## src/rtl/timer_pkg.sv

```systemverilog
// ---------------------------------------------------------------------------
// timer_pkg
// Shared definitions for the BCD countdown timer: FSM state encoding, BCD
// digit width, the largest legal BCD digit, and a helper that clamps a
// single nibble into the legal BCD range.
// No ports (package).
// ---------------------------------------------------------------------------
package timer_pkg;

  typedef enum logic [1:0] {
    IDLE   = 2'd0,
    RUN    = 2'd1,
    PAUSED = 2'd2,
    DONE   = 2'd3
  } state_t;

  localparam int BCD_W = 4;

  localparam logic [BCD_W-1:0] BCD_MAX_DIGIT = 4'd9;

  // Nibbles A..F are not valid BCD; they are pinned to 9 so the count
  // always stays a legal decimal value.
  function automatic logic [BCD_W-1:0] clampNibble(input logic [BCD_W-1:0] nibble);
    return (nibble > BCD_MAX_DIGIT) ? BCD_MAX_DIGIT : nibble;
  endfunction

endpackage

```

## src/rtl/bcd_digit_dec.sv

```systemverilog
// ---------------------------------------------------------------------------
// bcd_digit_dec
// One stage of a BCD borrow chain. When a borrow arrives the digit is
// decremented; a digit at 0 wraps to 9 and passes the borrow upward.
// Without an incoming borrow the digit passes through unchanged.
// Purely combinational.
//
// Ports:
//   i_digit      in  4  current BCD digit
//   i_borrow_in  in  1  borrow from the next lower digit
//   o_digit      out 4  digit after the borrow is applied
//   o_borrow_out out 1  borrow passed to the next higher digit
// ---------------------------------------------------------------------------
module bcd_digit_dec
  import timer_pkg::*;
(
  input  logic [BCD_W-1:0] i_digit,
  input  logic             i_borrow_in,
  output logic [BCD_W-1:0] o_digit,
  output logic             o_borrow_out
);

  // A borrow into a zero digit is the only case that ripples further up.
  always_comb begin
    o_digit      = i_digit;
    o_borrow_out = 1'b0;
    if (i_borrow_in) begin
      if (i_digit == '0) begin
        o_digit      = BCD_MAX_DIGIT;
        o_borrow_out = 1'b1;
      end else begin
        o_digit = i_digit - 4'd1;
      end
    end
  end

endmodule

```

## src/rtl/bcd_countdown_timer.sv

```systemverilog
// ---------------------------------------------------------------------------
// bcd_countdown_timer
// Multi-digit BCD down-counter used as a round timer. The rate divider's
// one-clock pulse arrives on `tick` and is used purely as a count enable.
// Control priority within a cycle is load > pause > start > tick.
//
// Optional feature (macro BCD_COUNTDOWN_AUTO_RELOAD_EN):
//   defined   - on reaching zero the count reloads from the load register
//               in the same cycle and the timer keeps running; done_pulse
//               fires every period and done stays low. A zero load
//               register still ends in DONE.
//   undefined - DONE is terminal until start or load.
//
// Ports:
//   clock       in  1         system clock, rising edge
//   resetn      in  1         asynchronous active-low reset
//   tick        in  1         count enable pulse
//   load        in  1         capture load_value into load register and count
//   load_value  in  4*DIGITS  BCD value, nibbles above 9 clamped to 9
//   start       in  1         begin or resume counting
//   pause       in  1         suspend counting
//   bcd_out     out 4*DIGITS  current count (registered)
//   running     out 1         high while in RUN
//   done        out 1         high while in DONE
//   done_pulse  out 1         one-clock pulse on each reach-zero event
// ---------------------------------------------------------------------------
module bcd_countdown_timer
  import timer_pkg::*;
#(
  parameter int                  DIGITS      = 2,
  parameter logic [4*DIGITS-1:0] RESET_VALUE = 8'h30
) (
  input  logic                clock,
  input  logic                resetn,
  input  logic                tick,
  input  logic                load,
  input  logic [4*DIGITS-1:0] load_value,
  input  logic                start,
  input  logic                pause,
  output logic [4*DIGITS-1:0] bcd_out,
  output logic                running,
  output logic                done,
  output logic                done_pulse
);

  localparam int CW = BCD_W * DIGITS;

  state_t          r_state;
  state_t          w_nextState;
  logic [CW-1:0]   r_count;
  logic [CW-1:0]   w_nextCount;
  logic [CW-1:0]   r_loadReg;
  logic [CW-1:0]   w_nextLoadReg;
  logic            r_donePulse;
  logic            w_nextDonePulse;
  logic [CW-1:0]   w_decCount;
  logic [CW-1:0]   w_clamped;
  logic [DIGITS:0] w_borrow;
  logic            w_countZero;
  logic            w_decZero;
  logic [CW-1:0]   w_startCount;
  logic            w_startZero;

  // Borrow chain: the least significant digit always receives a borrow.
  // A borrow escaping the top digit means the count was already zero.
  assign w_borrow[0] = 1'b1;

  for (genvar g = 0; g < DIGITS; g++) begin : g_digit
    bcd_digit_dec u_digitDec (
      .i_digit      (r_count[g*BCD_W +: BCD_W]),
      .i_borrow_in  (w_borrow[g]),
      .o_digit      (w_decCount[g*BCD_W +: BCD_W]),
      .o_borrow_out (w_borrow[g+1])
    );
  end

  assign w_countZero = w_borrow[DIGITS];
  assign w_decZero   = (w_decCount == '0);

  // Clamp every nibble of the incoming load value to a legal BCD digit.
  always_comb begin
    w_clamped = '0;
    for (int i = 0; i < DIGITS; i++) begin
      w_clamped[i*BCD_W +: BCD_W] = clampNibble(load_value[i*BCD_W +: BCD_W]);
    end
  end

  // Restarting from DONE counts again from the load register; from IDLE
  // or PAUSED the current count resumes.
  assign w_startCount = (r_state == DONE) ? r_loadReg : r_count;
  assign w_startZero  = (w_startCount == '0);

  // Next-state logic. Each control input masks all lower-priority inputs,
  // so a start in RUN still swallows a coincident tick.
  always_comb begin
    w_nextState     = r_state;
    w_nextCount     = r_count;
    w_nextLoadReg   = r_loadReg;
    w_nextDonePulse = 1'b0;

    if (load) begin
      w_nextLoadReg = w_clamped;
      w_nextCount   = w_clamped;
      w_nextState   = IDLE;
    end else if (pause) begin
      if (r_state == RUN) begin
        w_nextState = PAUSED;
      end
    end else if (start) begin
      if (r_state != RUN) begin
        w_nextCount = w_startCount;
        if (w_startZero) begin
          w_nextState     = DONE;
          w_nextDonePulse = 1'b1;
        end else begin
          w_nextState = RUN;
        end
      end
    end else if (tick && (r_state == RUN) && !w_countZero) begin
      if (w_decZero) begin
        w_nextDonePulse = 1'b1;
`ifdef BCD_COUNTDOWN_AUTO_RELOAD_EN
        if (r_loadReg != '0) begin
          w_nextCount = r_loadReg;
        end else begin
          w_nextCount = w_decCount;
          w_nextState = DONE;
        end
`else
        w_nextCount = w_decCount;
        w_nextState = DONE;
`endif
      end else begin
        w_nextCount = w_decCount;
      end
    end
  end

  // State, count, load register and pulse registers.
  always_ff @(posedge clock or negedge resetn) begin
    if (!resetn) begin
      r_state     <= IDLE;
      r_count     <= RESET_VALUE;
      r_loadReg   <= RESET_VALUE;
      r_donePulse <= 1'b0;
    end else begin
      r_state     <= w_nextState;
      r_count     <= w_nextCount;
      r_loadReg   <= w_nextLoadReg;
      r_donePulse <= w_nextDonePulse;
    end
  end

  // Outputs come straight from registers, with no path from the inputs.
  assign bcd_out    = r_count;
  assign running    = (r_state == RUN);
  assign done       = (r_state == DONE);
  assign done_pulse = r_donePulse;

endmodule

```

## config.mk

```make
export PLATFORM = sky130hd
export DESIGN_NAME = bcd_countdown_timer
export DESIGN_NICKNAME = d
export VERILOG_FILES = /design/src/rtl/timer_pkg.sv /design/src/rtl/bcd_digit_dec.sv /design/src/rtl/bcd_countdown_timer.sv
export SDC_FILE = /design/constraint.sdc
export NUM_CORES = 1
export LEC_CHECK = 0
export CELL_PAD_IN_SITES_DETAIL_PLACEMENT = 1
export CELL_PAD_IN_SITES_GLOBAL_PLACEMENT = 1
export CORE_MARGIN = 1.5
export CORE_UTILIZATION = 35
export CTS_CLUSTER_DIAMETER = 150
export DETAILED_ROUTE_END_ITERATION = 16
export GPL_TIMING_DRIVEN = 0
export PLACE_DENSITY_LB_ADDON = 0.25
export SLEW_MARGIN = 20
export SYNTH_ARGS = -nofsm -noshare
export SYNTH_HDL_FRONTEND = slang
export SYNTH_HIERARCHICAL = 1
export SYNTH_SLANG_ARGS = --single-unit
```

## constraint.sdc

```tcl
create_clock -name clock -period 5 [get_ports clock]
set_clock_uncertainty 0.05 [all_clocks]
set_input_delay 1.5 -clock clock [delete_from_list [all_inputs] [get_ports clock]]
set_output_delay 1.5 -clock clock [all_outputs]
set_load 0.02 [all_outputs]
```

==> impl_results.md, run 1 <==
* Pin count of the biggest net entering global routing at 20
* WP data required at 3.45 ns
* Syn Inst Count at 123
* ANT nets after route at 0
* Clock Latency Late Sink at 0.30 ns
* Crit path launch: r_state[1]$_DFFE_PN0P_
* Maxcap violations at 0
* Core Util, Final at 0.4594
* Power density cells at 268.6 nW/µm²
* DR vias at 1117
* Buf+Inv Stages, Crit Path at 2
* Fin Hold WS at 0.4828 ns
* Final Hold Viols at 0
* Clock Path Buffers at 2
* Synth area leaders: dfrtp_1, dfstp_2, a22o_1, a222oi_1, o21ai_0
* Peak supply drop at 0.1020 mV
* Vias in the first global route at 1129
* Post-synth EDFFs at 0
* Placer Congestion at 0.8166
* Highest clock rate at 0.3050 GHz
* Setup WS post-layout at 1.721 ns
* I/O Buffers at 22
* Multi-input logic area at 720.7 µm²
* DR pass1 iterations at 4
* Htree depth at 1
* CP delay by family, top: buffers and inverters
* Reg2Reg Capture Point: r_state[1]$_DFFE_PN0P_
* Power Total at 0.4151 mW
* Clk sinks at 19
* Root Buffer: clkbuf_4
* Max FO, Critical Path at 7
* Crit Reg-Reg Startpoint: bcd_out[0]$_DFFE_PN0P_
* CTS Hold Bufs at 0
* Worst path max stage delay at 0.63 ns
* Post-Layout Inst Area at 1545 µm²
* Seq cells post-synth at 19
* Slowest CP cell: clkdlybuf4s50_1
* Most common flop cell mapped by yosys: dfrtp_1
* Crit path time final at 3.279 ns
* Relative slew slack at 0.4367
* Vias per cell at 5.699
* Crit end category: output port
* Dpl hpwl at 2498 µm
* Cell Rows at 21
* Reg2Reg Setup Slack at 2.23 ns
* GRT Total Usage at 0.1716
* CTS tree: done
* Sequential Area at 480.5 µm²
* Leak pwr at 0.6096 nW
* Netlist cell types at 46
* Post-Syn Area at 1237 µm²
* RSZ-0062 raised after global routing: no
* Cells along the critical path: and2_1 > buf_2 > clkdlybuf4s50_1
* Status: complete, no violations
* Core ar. at 3363 µm²
* Period Utilization, post-route at 0.6557
* Hold WC Path Type: reg2reg
* Synth async-reset ratio at 1.000
* # diodes at 0
* Dominant cell type by area after synthesis: dfrtp_1
* Setup TNS at 0 ns
* Setup crit start kind: flip-flop
* Final setup fails at 0
* Kind of critical path: reg2out
* # Post-CTS Setup Buffers at 0
* FF-to-FF path depth at 8
* Share of cells above drive strength 1 at 0.1667
* Filler instances at 412
* End of the critical path: done
* Drt total wl at 3252 µm
* Post-route insts no fill at 196
* Gates resized, CTS repair at 0
* Grt total ovfl at 0
* Worst Tran Pin Value at 0.8423 ns
* Share of the synthesized area in the top cell type at 0.3033
* Die area at 3901 µm²
* Starting Density at 0.3679
* Initial antenna violation count at 0
* Clk slew on worst S/H paths at 0.10 ns
* Setup WS pre-CTS at 1.975 ns
* Dpl cell area at 1519 µm²
* Max Slew Vio Count at 0
* First-pass GRT wire length at 5313 µm
* Die Wd at 62.46 µm
* Seq/Total Area, Yosys at 0.3883
* Mean post-synth cell area at 10.06 µm²
* Placed insts at 192
* Final layout net count at 165
* Area grow syn2layout at 24.87%
* Worst Path Arrival at 1.73 ns
* Yosys warning count at 6
* DR WL/cell at 16.59 µm
* DRC Markers at 0
* DRT iter0 DRCs at 56
* Chip height at 62.46 µm
* CTS Buf Count at 3
* IO Count at 25
* Critical path depth in cells at 3
-- placed cells by master, fill, tap and decap left out, drive strengths merged, types with 2 or more instances in the layout --
cell type / instances
a21o: 2
a21oi: 8
a222oi: 4
a22o: 6
a31oi: 2
a32o: 2
and2: 2
buf: 4
clkbuf: 4
clkdlybuf4s50: 22
conb: 2
dfrtp: 15
dfstp: 4
inv: 5
mux2: 2
nand2: 4
nand2b: 3
nand3: 3
nand3b: 2
nor2: 6
nor3: 5
nor4: 7
o21a: 3
o21ai: 10
o2bb2ai: 4
or3: 2
or4: 2
or4b: 2
xor2: 4
-- Yosys cell counts, types with 2 or more instances --
library cell / number
a22o_1: 6
o21ai_1: 2
buf_2: 2
nand3_1: 3
xor2_1: 4
o2bb2ai_1: 4
inv_1: 3
o21ai_0: 8
nor3_1: 4
a222oi_1: 4
mux2_2: 2
or4b_1: 2
nand3b_1: 2
o21a_1: 3
and2_1: 2
dfstp_2: 4
dfrtp_1: 15
nor2_1: 6
a21oi_1: 7
nand2b_4: 2
or3_1: 2
nand2_1: 4
a32o_1: 2
nor4_1: 5
inv_2: 2
a31oi_1: 2
a21o_2: 2
-- routing by layer --
metal / track usage / routed length [µm] / up-vias
li1: - / - / 540
met1: 0.2193 / 1488 / 540
met2: 0.3024 / 1565 / 32
met3: 0.02162 / 156 / 5
met4: 0.05000 / 41 / 0
met5: 0 / 0 / -
-- power by group --
part / total [mW] / leakage (nW) / internal, mW / switching (mW)
logic: 0.139 / 0.364 / 0.0664 / 0.0731
registers: 0.197 / 0.230 / 0.173 / 0.0242
clock network: 0.0789 / 0.0150 / 0.0311 / 0.0478
-- how the worst min path moves through the flow --
stage,from,to,slack (ns),depth (start not counted)
finish,r_loadReg[0]$_DFFE_PN0P_,r_loadReg[0]$_DFFE_PN0P_,0.48,1
detailed placement,r_loadReg[0]$_DFFE_PN0P_,r_loadReg[0]$_DFFE_PN0P_,0.46,1
CTS,r_loadReg[0]$_DFFE_PN0P_,r_loadReg[0]$_DFFE_PN0P_,0.49,1
floorplan,r_loadReg[0]$_DFFE_PN0P_,r_loadReg[0]$_DFFE_PN0P_,0.42,1
global placement,r_loadReg[0]$_DFFE_PN0P_,r_loadReg[0]$_DFFE_PN0P_,0.46,1
global route,r_loadReg[4]$_DFFE_PN1P_,r_loadReg[4]$_DFFE_PN1P_,0.51,1
-- final cells by class --
type	count	share of cell area
Multi-Input combinational cell	96	0.4664
Sequential cell	19	0.3109
Timing Repair Buffer	22	0.1425
Tap cell	46	0.03725
Clock buffer	4	0.01700
Buffer	4	0.01377
Inverter	5	0.01215
-- registers in the layout (all words and copies together) (netlist names) --
register / flops
bcd_out: 8
r_loadReg: 8
done_pulse: 1
r_state: 2
-- worst reg2reg max path: stages (launching register included) --
cell	delay (ns)
dfrtp_1	0.45
nand2b_4	0.19
nor4_1	0.62
nand2b_4	0.12
a21o_2	0.27
nor4_4	0.33
a31oi_1	0.15
or3_1	0.36
o22ai_1	0.16
-- cell families (layout without fill, tap and decap cells) --
| kind of cell | Yosys count | count (layout) | synth area share |
|---|---|---|---|
| AO/OA/AOI/OAI | 45 | 45 | 0.2770 |
| AND/OR/NAND/NOR | 42 | 42 | 0.2447 |
| flip-flops | 19 | 19 | 0.3883 |
| buffers and inverters | 9 | 35 | 0.03236 |
| XOR/XNOR | 4 | 4 | 0.02831 |
| multiplexers | 3 | 3 | 0.02629 |
| other | 1 | 2 | 0.003030 |
Note: power is estimated with default switching activity, not from simulation.
==> run 2: changes to the inputs <==
- clock period: 5 -> 3.4 ns (I/O delays scaled with it)
==> results of run 2 <==
The final DEF is identical to that of run 1. Status: complete, no violations.
Main changes from that run: setup slack after placement 1.975 ns -> 0.6658 ns; setup slack after layout 1.721 ns -> 0.6014 ns; register-to-register setup slack 2.23 ns -> 0.63 ns; total power 0.4151 mW -> 0.6104 mW; worst IR drop on VDD 0.1020 mV -> 0.1501 mV
==> run 3: changes to the inputs <==
- clock period: 3.4 -> 2.65 ns (I/O delays scaled with it)
==> run 3 against run 2 <==
Utilization increased by 0.52 points. Critical path depth stayed put. Worst setup slack lost 0.45 ns. Clock-buffer cell count unchanged. Cell count unchanged. Cell area increased by 1.1%. Non-clock buffer count is the same. Sequential share of layout area down 0.35 points. Sequential cell count is the same.
==> impl_results.md, run 3 (same netlist as run 1, synthesis figures left out) <==
* RSZ-0062 raised after global routing: no
* ANT nets after route at 0 (unchanged)
* IO Count at 25 (unchanged)
* DR vias at 1105 (-1.1%)
* CTS tree: done
* Die area at 3901 µm² (unchanged)
* FF-to-FF path depth at 7 (-1)
* Initial antenna violation count at 0 (unchanged)
* Setup WS post-layout at 0.1466 ns
* Starting Density at 0.3679 (unchanged)
* Commonest non-fill, non-tap cell in the layout: clkdlybuf4s50_1
* DRC Markers at 0 (unchanged)
* Worst Path Arrival at 1.66 ns (-0.07 ns)
* Hold path cells at 1 (unchanged)
* WP data required at 1.81 ns
* Share of cells above drive strength 1 at 0.1733 (+0.006667)
* Relative slew slack at 0.4308 (-0.005899)
* Htree depth at 1 (unchanged)
* Vias per cell at 5.638 (-1.1%)
* Clock Latency Late Sink at 0.30 ns (about the same)
* Leak pwr at 0.6292 nW (+3.2%)
* Kind of critical path: reg2out
* Status: complete, no violations
* Final Hold Viols at 0 (unchanged)
* Crit path time final at 2.503 ns
* Clk sinks at 19 (unchanged)
* Power density cells at 504.6 nW/µm²
* DR pass1 iterations at 4 (unchanged)
* Most frequent cells in the layout: clkdlybuf4s50_1, dfrtp_1, o21ai_0
* Final setup fails at 0 (unchanged)
* Maxcap violations at 0 (unchanged)
* Die Wd at 62.46 µm (unchanged)
* Highest clock rate at 0.3995 GHz
* Pin count of the biggest net entering global routing at 20 (unchanged)
* Peak supply drop at 0.1925 mV
* Clk slew on worst S/H paths at 0.10 ns (about the same)
* Setup crit start kind: flip-flop
* Cell Rows at 21 (unchanged)
* Core ar. at 3363 µm² (unchanged)
* Setup WS pre-CTS at -0.08425 ns
* CTS Buf Count at 3 (unchanged)
* Hold WC Path Type: reg2reg
* Setup TNS at 0 ns (unchanged)
* Drt total wl at 3257 µm (+0.15%)
* DR WL/cell at 16.62 µm (+0.15%)
* Max FO, Critical Path at 7 (unchanged)
* # diodes at 0 (unchanged)
* Period Utilization, post-route at 0.9447
* I/O Buffers at 22 (unchanged)
* DRT iter0 DRCs at 49 (-13%)
* First-pass GRT wire length at 5326 µm (+0.24%)
* Final layout net count at 165 (unchanged)
* Fin Hold WS at 0.4812 ns (-0.001556 ns)
* Worst Tran Pin Value at 0.8511 ns (+0.008820 ns)
* Post-route insts no fill at 196 (unchanged)
* Placer Congestion at 0.8166 (unchanged)
* Dpl hpwl at 2498 µm (unchanged)
* Clock Path Buffers at 2 (unchanged)
* Max Slew Vio Count at 0 (unchanged)
* Placed insts at 192 (unchanged)
* Chip height at 62.46 µm (unchanged)
* Grt total ovfl at 0 (unchanged)
* Area grow syn2layout at 26.29%
* GRT Total Usage at 0.1708 (-0.0007660)
* Vias in the first global route at 1133 (+0.35%)
* Crit end category: output port
* Root Buffer: clkbuf_4
* Core Util, Final at 0.4647 (+0.005209)
-- run 3: cell count changes in the layout (fill, tap and decap cells not counted) --
cell             delta
dlymetal6s2s_1      +1
nor4_4              +1
clkdlybuf4s50_1     -1
nor4_1              -1
-- run 3: report_power, final --
part           internal [mW]  switching, mW
clock network         0.0587         0.0902
registers              0.326         0.0488
logic                  0.127          0.138
total                  0.511          0.277
-- run 3: through the flow --
| stage | area [µm²] | total power [mW] |
|---|---|---|
| floorplan | 1241 | 0.5343 |
| global placement | 1519 | 0.6326 |
| detailed placement | 1519 | 0.6405 |
| CTS | 1551 | 0.7956 |
| global route | 1563 | 0.8377 |
| finish | 1563 | 0.7886 |
-- run 3: final cells by class --
cell class	instances	area, µm²
sequential	19	480.5
clock buffer	4	26.28
tap	46	57.56
timing repair buffer	22	222.7
fill	409	1800
multi-input combinational	96	735.7
inverter	5	18.77
buffer	4	21.27
-- run 3: critical path, cell delays in order, from the launching register on --
cell and delay [ns]:
dfrtp_1 0.45, nand2b_1 0.22, inv_1 0.09, clkdlybuf4s50_1 0.60
-- run 3: final timing paths --
path / startpoint / endpoint / slack, ns
setup / recovery: r_state[1]$_DFFE_PN0P_ / running / 0.15
min in group asynchronous: resetn / r_loadReg[7]$_DFFE_PN0P_ / 0.92
hold reg to reg: r_loadReg[0]$_DFFE_PN0P_ / r_loadReg[0]$_DFFE_PN0P_ / 0.48
setup reg to reg: bcd_out[1]$_DFFE_PN0P_ / r_state[1]$_DFFE_PN0P_ / 0.24
hold / removal: r_loadReg[0]$_DFFE_PN0P_ / r_loadReg[0]$_DFFE_PN0P_ / 0.48
max in group asynchronous: resetn / r_loadReg[2]$_DFFE_PN0P_ / 1.11
-- run 3: metal layers --
metal	share of wire	wire length, µm	track usage	up-vias
li1	-	-	-	538
met1	0.47	1518	0.2182	536
met5	0	0	0	-
met3	0.041	133	0.02162	5
met2	0.48	1563	0.3011	26
met4	0.013	41	0.05000	0
-- run 3: timing repair --
item                       in CTS  in global routing
setup endpoints to repair       9                  2
resized for setup               1                  2
gates cloned                    0                  0
buffers inserted                0                  0
hold buffers                    0                  0
hold endpoints to repair        0                  0
